**config.mk**
```make
export PLATFORM = sky130hd
export DESIGN_NAME = pipe_hazard_ctrl
export DESIGN_NICKNAME = d
export VERILOG_FILES = /design/src/rtl/pipe_pkg.sv /design/src/rtl/pipe_fwd_select.sv /design/src/rtl/pipe_hazard_ctrl.sv
export SDC_FILE = /design/constraint.sdc
export NUM_CORES = 1
export LEC_CHECK = 0
export CORE_MARGIN = 2
export CORE_UTILIZATION = 46
export CTS_CLUSTER_SIZE = 14
export DETAILED_ROUTE_END_ITERATION = 16
export GPL_ROUTABILITY_DRIVEN = 0
export PLACE_DENSITY_LB_ADDON = 0.2
export SYNTH_ARGS = -nofsm -noshare
export SYNTH_HDL_FRONTEND = slang
export SYNTH_SLANG_ARGS = --single-unit
export TNS_END_PERCENT = 50
```
**constraint.sdc**
```tcl
create_clock -name clk_i -period 2.5 [get_ports clk_i]
set_input_delay 0.25 -clock clk_i [delete_from_list [all_inputs] [get_ports clk_i]]
set_output_delay 0.25 -clock clk_i [all_outputs]
set_load 0.02 [all_outputs]
```
**src/rtl/pipe_pkg.sv**
```systemverilog
// Shared types for the pipeline hazard controller: the per-stage tag carried
// alongside each instruction and the forward-select encoding.
package pipe_pkg;

    localparam int MAX_REG_AW = 8;

    // Forward select 0 means "use the register file"; k selects the result held in P(k).
    localparam int FWD_RF = 0;

    localparam logic [15:0] CNT_MAX = 16'hFFFF;

    typedef logic [MAX_REG_AW-1:0] reg_addr_t;

    typedef struct packed {
        logic      valid;
        reg_addr_t rd;
        logic      regwrite;
        logic      memread;
        reg_addr_t rs;
        reg_addr_t rt;
        logic      rs_used;
        logic      rt_used;
    } pipe_tag_t;

    localparam pipe_tag_t TAG_NONE = '0;

    function automatic int fwd_width(input int depth);
        return $clog2(depth + 1);
    endfunction

    // Register 0 is hard-wired, so a write to it never produces a value.
    function automatic logic is_producer(input pipe_tag_t t);
        return t.valid && t.regwrite && (t.rd != '0);
    endfunction

endpackage

```
**src/rtl/pipe_fwd_select.sv**
```systemverilog
// Finds the newest producer among a run of pipe stages that writes a given
// source register; reports its stage number and whether it is a load.
module pipe_fwd_select
    import pipe_pkg::*;
#(
    parameter int N     = 2,
    parameter int SEL_W = 2,
    parameter int BASE  = 2
) (
    input  reg_addr_t              src_i,
    input  logic                   src_used_i,
    input  reg_addr_t [N-1:0]      prod_rd_i,
    input  logic      [N-1:0]      prod_vld_i,
    input  logic      [N-1:0]      prod_load_i,
    output logic      [SEL_W-1:0]  sel_o,
    output logic                   load_o
);

    always_comb begin
        // NOTE: every output gets a default before any conditional write, so no latch is inferred.
        sel_o  = '0;
        load_o = 1'b0;
        // Walk oldest to youngest so the youngest match is the one left standing.
        for (int i = N - 1; i >= 0; i--) begin
            if (src_used_i && prod_vld_i[i] && (prod_rd_i[i] == src_i)) begin
                sel_o  = SEL_W'(i + BASE);
                load_o = prod_load_i[i];
            end
        end
    end

endmodule

```
**src/rtl/pipe_hazard_ctrl.sv**
```systemverilog
// Hazard unit for an in-order pipeline: tracks instruction tags through the
// pipe registers, selects forwarding paths, and raises load-use stalls and branch flushes.
module pipe_hazard_ctrl
    import pipe_pkg::*;
#(
    parameter int REG_AW        = 5,
    parameter int DEPTH         = 3,
    parameter int LOAD_STAGE    = 2,
    parameter int RESOLVE_STAGE = 2
) (
    input  logic                         clk_i,
    input  logic                         rst_i,
    input  logic                         id_valid_i,
    input  logic [REG_AW-1:0]            id_rs_i,
    input  logic [REG_AW-1:0]            id_rt_i,
    input  logic                         id_rs_used_i,
    input  logic                         id_rt_used_i,
    input  logic [REG_AW-1:0]            id_rd_i,
    input  logic                         id_regwrite_i,
    input  logic                         id_memread_i,
    input  logic                         branch_taken_i,
    output logic                         pc_write_o,
    output logic                         ifid_write_o,
    output logic                         if_flush_o,
    output logic                         id_flush_o,
    output logic [DEPTH-1:0]             stage_kill_o,
    output logic [$clog2(DEPTH+1)-1:0]   fwd_a_o,
    output logic [$clog2(DEPTH+1)-1:0]   fwd_b_o,
    output logic                         id_byp_a_o,
    output logic                         id_byp_b_o,
    output logic [15:0]                  stall_cnt_o,
    output logic [15:0]                  flush_cnt_o
);

    if (REG_AW < 1 || REG_AW > MAX_REG_AW) begin : g_bad_reg_aw
        $fatal(1, "pipe_hazard_ctrl: REG_AW out of range");
    end
    if (DEPTH < 2) begin : g_bad_depth
        $fatal(1, "pipe_hazard_ctrl: DEPTH must be at least 2");
    end
    if (LOAD_STAGE < 1 || LOAD_STAGE >= DEPTH) begin : g_bad_load_stage
        $fatal(1, "pipe_hazard_ctrl: LOAD_STAGE out of range");
    end
    if (RESOLVE_STAGE < 1 || RESOLVE_STAGE > DEPTH) begin : g_bad_resolve_stage
        $fatal(1, "pipe_hazard_ctrl: RESOLVE_STAGE out of range");
    end

    localparam int                SEL_W      = fwd_width(DEPTH);
    localparam logic [SEL_W-1:0]  LOAD_SEL   = SEL_W'(LOAD_STAGE);
    localparam logic [SEL_W-1:0]  FWD_RF_SEL = SEL_W'(FWD_RF);
    localparam logic [DEPTH-1:0]  KILL_MASK  = DEPTH'((1 << (RESOLVE_STAGE - 1)) - 1);

    // Index k holds the tag of pipe register P(k+1).
    pipe_tag_t tag_q [DEPTH];
    pipe_tag_t tag_d [DEPTH];
    pipe_tag_t id_tag;
    logic [15:0] stall_cnt_q, stall_cnt_d;
    logic [15:0] flush_cnt_q, flush_cnt_d;

    reg_addr_t id_rs, id_rt;
    logic [DEPTH-1:0] hit_rs, hit_rt;
    logic [DEPTH-2:0] stage_load;
    logic flush, stall;

    reg_addr_t [DEPTH-2:0] prod_rd;
    logic      [DEPTH-2:0] prod_vld, prod_load;
    logic      [SEL_W-1:0] sel_a, sel_b;
    logic                  load_a, load_b;

    assign id_rs = reg_addr_t'(id_rs_i);
    assign id_rt = reg_addr_t'(id_rt_i);

    // Only the newest match decides: a younger non-load hides an older load.
    function automatic logic early_load(input logic [DEPTH-2:0] hit, input logic [DEPTH-2:0] is_load);
        logic found, res;
        found = 1'b0;
        res   = 1'b0;
        for (int k = 0; k < DEPTH - 1; k++) begin
            if (hit[k] && !found) begin
                found = 1'b1;
                res   = is_load[k] && (k < LOAD_STAGE - 1);
            end
        end
        return res;
    endfunction

    always_comb begin
        for (int k = 0; k < DEPTH; k++) begin
            hit_rs[k] = id_rs_used_i && is_producer(tag_q[k]) && (tag_q[k].rd == id_rs);
            hit_rt[k] = id_rt_used_i && is_producer(tag_q[k]) && (tag_q[k].rd == id_rt);
        end
        for (int k = 0; k < DEPTH - 1; k++) begin
            stage_load[k] = tag_q[k].memread;
            prod_rd[k]    = tag_q[k+1].rd;
            prod_vld[k]   = is_producer(tag_q[k+1]);
            prod_load[k]  = tag_q[k+1].memread;
        end
    end

    assign flush = branch_taken_i && !rst_i;
    assign stall = !rst_i && !branch_taken_i && id_valid_i &&
                   (early_load(hit_rs[DEPTH-2:0], stage_load) ||
                    early_load(hit_rt[DEPTH-2:0], stage_load));

    pipe_fwd_select #(.N(DEPTH - 1), .SEL_W(SEL_W), .BASE(2)) u_fwd_a (
        .src_i       (tag_q[0].rs),
        .src_used_i  (tag_q[0].valid && tag_q[0].rs_used),
        .prod_rd_i   (prod_rd),
        .prod_vld_i  (prod_vld),
        .prod_load_i (prod_load),
        .sel_o       (sel_a),
        .load_o      (load_a)
    );

    pipe_fwd_select #(.N(DEPTH - 1), .SEL_W(SEL_W), .BASE(2)) u_fwd_b (
        .src_i       (tag_q[0].rt),
        .src_used_i  (tag_q[0].valid && tag_q[0].rt_used),
        .prod_rd_i   (prod_rd),
        .prod_vld_i  (prod_vld),
        .prod_load_i (prod_load),
        .sel_o       (sel_b),
        .load_o      (load_b)
    );

    always_comb begin
        id_tag = TAG_NONE;
        if (id_valid_i && !stall && !branch_taken_i) begin
            id_tag.valid    = 1'b1;
            id_tag.rd       = reg_addr_t'(id_rd_i);
            id_tag.regwrite = id_regwrite_i;
            id_tag.memread  = id_memread_i;
            id_tag.rs       = id_rs;
            id_tag.rt       = id_rt;
            id_tag.rs_used  = id_rs_used_i;
            id_tag.rt_used  = id_rt_used_i;
        end
        tag_d[0] = id_tag;
        // A taken branch squashes everything younger than itself; the branch moves on.
        for (int k = 1; k < DEPTH; k++) begin
            tag_d[k] = (branch_taken_i && (k < RESOLVE_STAGE)) ? TAG_NONE : tag_q[k-1];
        end
        stall_cnt_d = stall_cnt_q + ((stall && stall_cnt_q != CNT_MAX) ? 16'd1 : 16'd0);
        flush_cnt_d = flush_cnt_q + ((flush && flush_cnt_q != CNT_MAX) ? 16'd1 : 16'd0);
    end

    always_ff @(posedge clk_i) begin
        if (rst_i) begin
            // NOTE: the tag array is reset because stale valid bits would fake hazards after reset.
            for (int k = 0; k < DEPTH; k++) begin
                tag_q[k] <= TAG_NONE;
            end
            stall_cnt_q <= '0;
            flush_cnt_q <= '0;
        end else begin
            // NOTE: non-blocking assignments keep every stage shifting off the same old values.
            for (int k = 0; k < DEPTH; k++) begin
                tag_q[k] <= tag_d[k];
            end
            stall_cnt_q <= stall_cnt_d;
            flush_cnt_q <= flush_cnt_d;
        end
    end

    always_comb begin
        pc_write_o   = !stall;
        ifid_write_o = !stall;
        if_flush_o   = flush;
        id_flush_o   = flush;
        stage_kill_o = '0;
        if (flush) begin
            stage_kill_o = KILL_MASK;
        end else if (stall) begin
            stage_kill_o[0] = 1'b1;
        end
        // A load still too young to forward yields the register file select.
        fwd_a_o    = (rst_i || (load_a && sel_a <= LOAD_SEL)) ? FWD_RF_SEL : sel_a;
        fwd_b_o    = (rst_i || (load_b && sel_b <= LOAD_SEL)) ? FWD_RF_SEL : sel_b;
        id_byp_a_o = !rst_i && hit_rs[DEPTH-1] && !(|hit_rs[DEPTH-2:0]);
        id_byp_b_o = !rst_i && hit_rt[DEPTH-1] && !(|hit_rt[DEPTH-2:0]);
        stall_cnt_o = stall_cnt_q;
        flush_cnt_o = flush_cnt_q;
    end

endmodule

```
## Word-level counts from Yosys, hierarchy flattened

Memories as Yosys holds them, arrays and structs flattened.
Cells that the tools add are included.

| storage, ports and cells | value |
|---|---|
| input bits | 23 |
| output and inout bits | 45 |
| bits in writable memories | 87 |
| memories kept | 1 |
| logic and storage cells | 109 |
| register bits | 32 |

Memory list:

| memory | words | bits a word | read ports | clocked after memory_dff | wr ports | line | RTL |
|---|---|---|---|---|---|---|---|
| tag_q | 3 | 29 | 3 | 0 | 3 | pipe_hazard_ctrl.sv:54 | `pipe_tag_t tag_q [DEPTH];` |

| cells by class | value |
|---|---|
| equality and inequality tests | 12 |
| multiplexer cells | 28 |
| add/sub/neg operators | 2 |
| bitwise operators | 3 |
| $lt $le $gt $ge | 2 |
| reductions and logical operators | 59 |

Operator list:

| operator | number |
|---|---|
| two-way mux 29 bit | 5 |
| equality test 8 x 5 -> 1 bit | 6 |
| logical AND 1 bit | 44 |
| adder 16 x 1 -> 16 bit | 2 |
| equality test 8 bit | 4 |
| inequality test 16 bit (second input constant) | 2 |
| nonzero test 8 bit | 3 |
| two-way mux 1 bit | 17 |
| two-way mux 2 bit | 6 |
| zero test 1 bit | 7 |
| less-or-equal comparator 2 bit (second input constant) | 2 |
| OR reduction 2 bit | 2 |
| logical OR 1 bit | 3 |
| bitwise OR 1 bit | 3 |

## Depth between registers and ports, before layout

Gate-level depths: netlist (run 1).
An unclocked memory read counts as a cell.

| depth | value |
|---|---|
| depth after elaboration | 16 |
| gate-level depth with buffers | 12 |
| gate-level depth less buffers | 11 |

## Hierarchy

Synthesis (run 1) repeated with hierarchy kept, for this count alone.

| second synthesis, totals | value |
|---|---|
| cells, all modules | 382 |
| area, all modules | 3415.8 um2 |

By module, submodules not included:

| module | area each (um2) | instances | cells each | sequential area each (um2) |
|---|---|---|---|---|
| pipe_hazard_ctrl | 2962.8 | 1 | 324 | 1361.3 |
| pipe_fwd_select | 226.5 | 2 | 29 | 0.0 |

## Least setup slack after synthesis (run 1)

No wires, ideal clock.

| path | value |
|---|---|
| path kind | register to register |
| start | memory tag_q[0][23] in the netlist's numbering |
| end | register stall_cnt_q[15], in the netlist stall_cnt_o[15] |
| data arrival time | 2.543 ns |
| clock period less this slack | 2.671 ns |
| path slack | -0.171 ns |
| library setup time | 0.128 ns |
| cell stages (with the launch flop) | 13 |
| path through | dfxtp_1 xor2_1 nor4_1 and3_1 o211a_2 buf_4 and3_1 ha_1 nand3_1 nor3_1 nand4_1 xor2_1 nor2_1 |

RTL lines:

| what | line | RTL |
|---|---|---|
| from (decl) | pipe_hazard_ctrl.sv:54 |  |
| to (signal assigned) | pipe_hazard_ctrl.sv:159 | `stall_cnt_q <= stall_cnt_d;` |
| to (decl) | pipe_hazard_ctrl.sv:57 | `logic [15:0] stall_cnt_q, stall_cnt_d;` |

==> impl_metrics.tcl, run 1 <==
set metrics [dict create \
    synthTopCellsByCount "dfxtp_1 (67), nor2_1 (50), xor2_1 (47)" \
    critPathKind "register to register" \
    clk_pin_slew_worst_paths_ns 0.08 \
    crit_path_cell_trace "xor2_1, nor4_2, and3_1, o211a_4, and3_4, ha_4, nand3_4, nor3_4, nand4_1, xor2_1, nor2_1" \
    grt_usage 0.2157 \
    grt_pass1_vias 2661 \
    yosysTopAreaCellShare 0.4242 \
    dr.pass1.iters 4 \
    final_max_slew_viol_count 0 \
    leakage_nw 1.922 \
    use_met2 0.3511 \
    wl_um 7904 \
    fillCellCount 557 \
    required_ns 2.74 \
    clock_skew_ns 0.008481 \
    final-setup-viol-count 0 \
    grtUsageMet1 0.2695 \
    rows 30 \
    maxCapViolCount 0 \
    dpl.cell_count 521 \
    grt_overflow_total 0 \
    status "finished, final reports clean" \
    vias 2772 \
    drive_above_1_share 0.1812 \
    die_area_sq_mm 0.007552 \
    hp-class "input port to register" \
    dp_hpwl_um 5637 \
    yosys.area_share.simple 0.2604 \
    yosys_register_bits 67 \
    slowest_stage "dfxtp_4" \
    synth-seq-area-share 0.4242 \
    cts_buffer_depth 2 \
    grt_setup_unrepaired "true" \
    root_buffer "clkbuf_8" \
    wire_per_inst_um 14.69 \
    p_int_w 0.001765 \
    synth_flop_cell "dfxtp_1" \
    area_growth_pct 40.28 \
    port_buffers 65 \
    antenna_found_initial 0 \
    synth_xor_area_frac 0.2105 \
    yosys-top-cells-area "dfxtp_1 (42%), xor2_1 (13%), xnor2_1 (8.0%), nor2_1 (5.9%), nand2_1 (4.2%)" \
    p_switching_w 0.0005161 \
    grt_use_met3 0.03981 \
    initial_core_util 0.4706 \
    cp_data_arrival_time_ns 2.73 \
    finalHoldViolations 0 \
    ant_nets 0 \
    core_area_sq_mm 0.006719 \
    timing.final.crit_share 0.9972 \
    timing.hold.ws_ns 0.2366 \
    yosysWarnings 0 \
    cellPowerDensity_mw_per_mm2 514.2 \
    min_period_ns 2.493 \
    worstPathMaxFanout 5 \
    grt_busiest_layer "met2" \
    max_stage_delay_ns 0.37 \
    worstSetupStartpointType "register" \
    ys_types 37 \
    post-route-drc-count 0 \
    endpoint_kind "register" \
    final_nets 481 \
    diodes 0 \
    synth_area_sq_mm 0.003162 \
    power.share.clock 0.446 \
    synth_edf_count 0 \
    yosysMostFrequentCell "dfxtp_1" \
    clock_latency_ns 0.34 \
    clock.fmax_mhz 401.1 \
    drt-initial-drc-count 86 \
    htreeDepth 3 \
    synth_compound_area_frac 0.04393 \
    netlist_instances 354 \
    swShare 0.2263 \
    cts_buffers 9 \
    synthArstFlopShare 0 \
    grt_max_degree 23 \
    die_x_um 86.91 \
    grt_pass1_wl_um 12540 \
    cts_hold_buf 0 \
    synth_top_family_by_area "simple AND/OR/NAND/NOR gates" \
    die_y_um 86.91 \
    vdd_drop_max_mv 0.3625 \
    drt-vias-per-instance 5.152 \
    cpMostUsedCell "xor2_1" \
    synth_fa_ha_area_frac 0.01979 \
    seqPwrFrac 0.479 \
    muxShareOfSynthArea 0 \
    clkSinkCount 67 \
    io_pins 68 \
    pwr-share-comb 0.075 \
    cts_tree "built" \
    yosys.area.top_type "dfxtp_1" \
    fin_cells 538 \
    avgSynthCellArea_sq_um 8.932 \
]
layer usage:
metal  share of wire  vias to the layer above
met5               0                        -
met1            0.43                     1305
met4           0.032                        0
met3           0.047                       23
li1                -                     1356
met2            0.49                       88
per-stage QoR:
step / total power (W) / setup WS, ns / util / area [sq um] / TNS, ns
after floorplan: 0.001191 / 0.02256 / - / 3177 / 0
after global placement: 0.001282 / -0.2091 / 0.6160 / 4139 / -2.653
after detailed placement: 0.001285 / -0.2698 / 0.6160 / 4139 / -3.821
after CTS: 0.002295 / -0.008225 / 0.6501 / 4368 / -0.008225
after global routing: 0.002352 / -0.1826 / 0.6601 / 4436 / -0.9709
final: 0.002281 / 0.007053 / 0.6601 / 4436 / 0
sequential cells by signal (all words and copies together), names as in the netlist:
| register | count |
|---|---|
| flush_cnt_o | 16 |
| tag_q | 35 |
| stall_cnt_o | 16 |
cell families after synthesis:
family          after synthesis
xor+xnor                     76
other cells                   1
compound gates               15
simple gates                165
flops                        67
buf+inv                      25
fa+ha+maj                     5
path summary, 6_finish.rpt:
path | start | end | slack, ns | cells after the start
worst max-delay path | tag_q[0][22] | stall_cnt_o[15] | 0.007 | 11
worst min-delay path | id_rs_i[2] | tag_q[0][12] | 0.24 | 3
worst max register to register | tag_q[0][22] | stall_cnt_o[15] | 0.007 | 11
worst min register to register | tag_q[0][48] | tag_q[0][77] | 0.47 | 1
final cells by class:
| type | count | area, sq um | area share |
|---|---|---|---|
| multi-input combinational | 263 | 1774 | 0.4000 |
| clock inverter | 5 | 86.33 | 0.01946 |
| clock buffer | 11 | 141.4 | 0.03188 |
| tap | 80 | 100.1 | 0.02257 |
| inverter | 2 | 7.507 | 0.001693 |
| sequential | 67 | 1355 | 0.3055 |
| timing repair buffer | 110 | 970.9 | 0.2189 |
what timing repair did:
item                                    in CTS  in global routing
endpoints found under the setup margin      16                 18
resized for setup                           22                 19
buffers inserted                             0                  1
pin swaps                                    0                  7
gates cloned                                 0                  0
worst max-delay path: cells and delay by family, from the launching register on:
| family | cells | cell delay [ns] |
|---|---|---|
| adder cells (fa/ha/maj) | 1 | 0.15 |
| AO/OA/AOI/OAI | 1 | 0.17 |
| XOR/XNOR | 2 | 0.36 |
| AND/OR/NAND/NOR | 7 | 1.33 |
| flip-flops | 1 | 0.37 |
layout by cell type (no fill, tap or decap), types with 5 or more instances in the layout:
cell,n
and2_1,10
and3_1,11
buf_4,45
clkbuf_8,10
clkdlybuf4s50_1,55
dfxtp_1,60
dfxtp_2,5
nand2_1,35
nand3_1,13
nand4_1,8
nor2_1,50
nor2b_1,12
nor4_1,5
xnor2_1,29
xor2_1,47
power groups by stage:
stage / sequential (W) / clock, W / combinational [W]
after detailed placement: 0.00112 / 0 / 0.000167
after CTS: 0.00109 / 0.00103 / 0.000169
after floorplan: 0.00112 / 0 / 0.0000757
after global routing: 0.00109 / 0.00107 / 0.000187
final: 0.00109 / 0.00102 / 0.000172
after global placement: 0.00112 / 0 / 0.000165
No activity file was read; power rests on OpenSTA's default activity.
==> run 2: changes to the inputs <==
Settings changed: CORE_MARGIN 2 to 5.
==> run 2 against run 1 <==
Final cell count fell by 1.1%. Via count shrank 5.1%. Wire length shrank 2.5%. Clock skew grew 0.0022 ns. Global-route usage down 3.0 points. Die area grew 14%. Flip-flop and latch count is the same. Sequential power barely moved. Core utilization fell by 1.6 points. Non-clock buffer count decreased by 5. Critical path depth did not move. Power shrank 6.6%. Largest cell class unchanged.
==> impl_metrics.tcl, run 2 (synthesis gave the netlist of run 1 again) <==
set metrics [dict create \
    core_area_sq_mm 0.006756 \
    clk_pin_slew_worst_paths_ns 0.08 \
    regMostFlops "tag_q" \
    cpMostUsedCell "xor2_1" \
    required_ns 2.72 \
    maxCapViolCount 0 \
    grt_max_degree 33 \
    cts_hold_buf 0 \
    vias 2630 \
    finalHoldViolations 0 \
    critPathKind "register to register" \
    dr.pass1.iters 4 \
    final-setup-viol-count 0 \
    cp_data_arrival_time_ns 2.65 \
    drive_above_1_share 0.1726 \
    cp_top_family "simple AND/OR/NAND/NOR gates" \
    grt_setup_unrepaired "true" \
    drt-vias-per-instance 4.944 \
    ant_nets 0 \
    clock.fmax_mhz 411.2 \
    root_buffer "clkbuf_8" \
    clock_latency_ns 0.33 \
    final_cell_mix "dfxtp_1 (60), clkdlybuf4s50_1 (55), nor2_1 (50)" \
    dp_hpwl_um 5792 \
    cellPowerDensity_mw_per_mm2 489.6 \
    worstSetupStartpointType "register" \
    post-route-drc-count 0 \
    final_nets 476 \
    area_growth_pct 37.59 \
    wl_um 7703 \
    design_area_sq_mm 0.004350 \
    die_area_sq_mm 0.008631 \
    clkSinkCount 67 \
    endpoint_kind "register" \
    htreeDepth 3 \
    initial_core_util 0.4680 \
    crit_path_cell_trace "xor2_1, nor4_2, and3_1, o211a_4, and3_4, ha_4, nand3_4, nor3_4, nand4_1, xor2_1, nor2_1" \
    power_w 0.002130 \
    seqCellArea_sq_mm 0.001353 \
    io_pins 68 \
    grt_pass1_vias 2626 \
    timing.final.crit_share 0.9727 \
    min_period_ns 2.432 \
    die_x_um 92.91 \
    diodes 0 \
    clock_skew_ns 0.01068 \
    antenna_found_initial 0 \
    multi_input_area_sq_mm 0.001767 \
    grt_usage 0.1853 \
    final_max_slew_viol_count 0 \
    timing.hold.ws_ns 0.2823 \
    fillCellCount 585 \
    cts_buffer_depth 2 \
    drt-initial-drc-count 57 \
    grt_pass1_wl_um 12500 \
    hp-class "input port to register" \
    worstPathMaxFanout 5 \
    cts_tree "built" \
    port_buffers 65 \
    die_y_um 92.91 \
    vdd_drop_max_mv 0.3873 \
    leakage_nw 1.865 \
    largest_reg_flops 35 \
    cts_buffers 9 \
    grt_overflow_total 0 \
    slowest_stage "dfxtp_1" \
    max_stage_delay_ns 0.47 \
    path_buf_inv 0 \
    rows 30 \
    placed_area_sq_mm 0.004109 \
    utilization 0.6439 \
    layout_commonest_cell "dfxtp_1" \
    reg2reg_slack_ns 0.07 \
    status "finished, final reports clean" \
    wire_per_inst_um 14.48 \
]
[run 2: cell types whose count changed in the layout (fill, tap and decap cells not counted), moves of 2 or more]
cell	change
buf_4	-5
clkbuf_2	+2
buf_2	-2
clkinvlp_4	+2
[run 2: per-layer routing]
| layer | wire length (um) | vias up | global-route usage | share of wire |
|---|---|---|---|---|
| met5 | 0 | - | 0 | 0 |
| met4 | 89 | 0 | 0.08547 | 0.012 |
| met3 | 300 | 8 | 0.03168 | 0.039 |
| met2 | 3670 | 55 | 0.3017 | 0.48 |
| met1 | 3643 | 1223 | 0.2382 | 0.47 |
| li1 | - | 1344 | - | - |
[run 2: path summary, 6_finish.rpt]
path	endpoint	start	depth (start not counted)
min	tag_q[0][12]	id_rs_i[2]	3
max reg2reg	stall_cnt_o[15]	tag_q[0][24]	11
max	stall_cnt_o[15]	tag_q[0][24]	11
min reg2reg	tag_q[0][86]	tag_q[0][57]	1
[run 2: metrics by stage]
stage	instances	setup slack (ns)	setup TNS, ns
global route	532	-0.04619	-0.08090
finish	532	0.06813	0
global placement	517	-0.2475	-3.360
CTS	532	-0.01291	-0.01291
detailed placement	517	-0.2992	-3.897
floorplan	355	0.02256	0
[run 2: area by class of cell]
type                       count  area share
inverter                       2    0.001726
clock buffer                   9     0.02847
timing repair buffer         105      0.2143
sequential                    67      0.3109
tap                           80     0.02301
clock inverter                 6     0.01553
multi-input combinational    263      0.4061
[run 2: what timing repair did]
action / 4_1_cts / 5_1_grt
endpoints found under the hold margin: 0 / 0
setup endpoints to repair: 14 / 16
resized for setup: 20 / 16
buffers inserted: 0 / 0
gates cloned: 0 / 0
pin swaps: 0 / 10
[run 2: power breakdown]
part           total [W]  internal [W]  switching [W]
Combinational   0.000170     0.0000917      0.0000781
Sequential       0.00109       0.00108      0.0000141
Clock           0.000867      0.000456       0.000411
[run 2: worst register-to-register path: cells and delay by family, from the launching register on]
| family | cells | cell delay [ns] |
|---|---|---|
| fa+ha+maj | 1 | 0.14 |
| compound gates | 1 | 0.18 |
| xor+xnor | 2 | 0.29 |
| simple gates | 7 | 1.26 |
| flops | 1 | 0.47 |
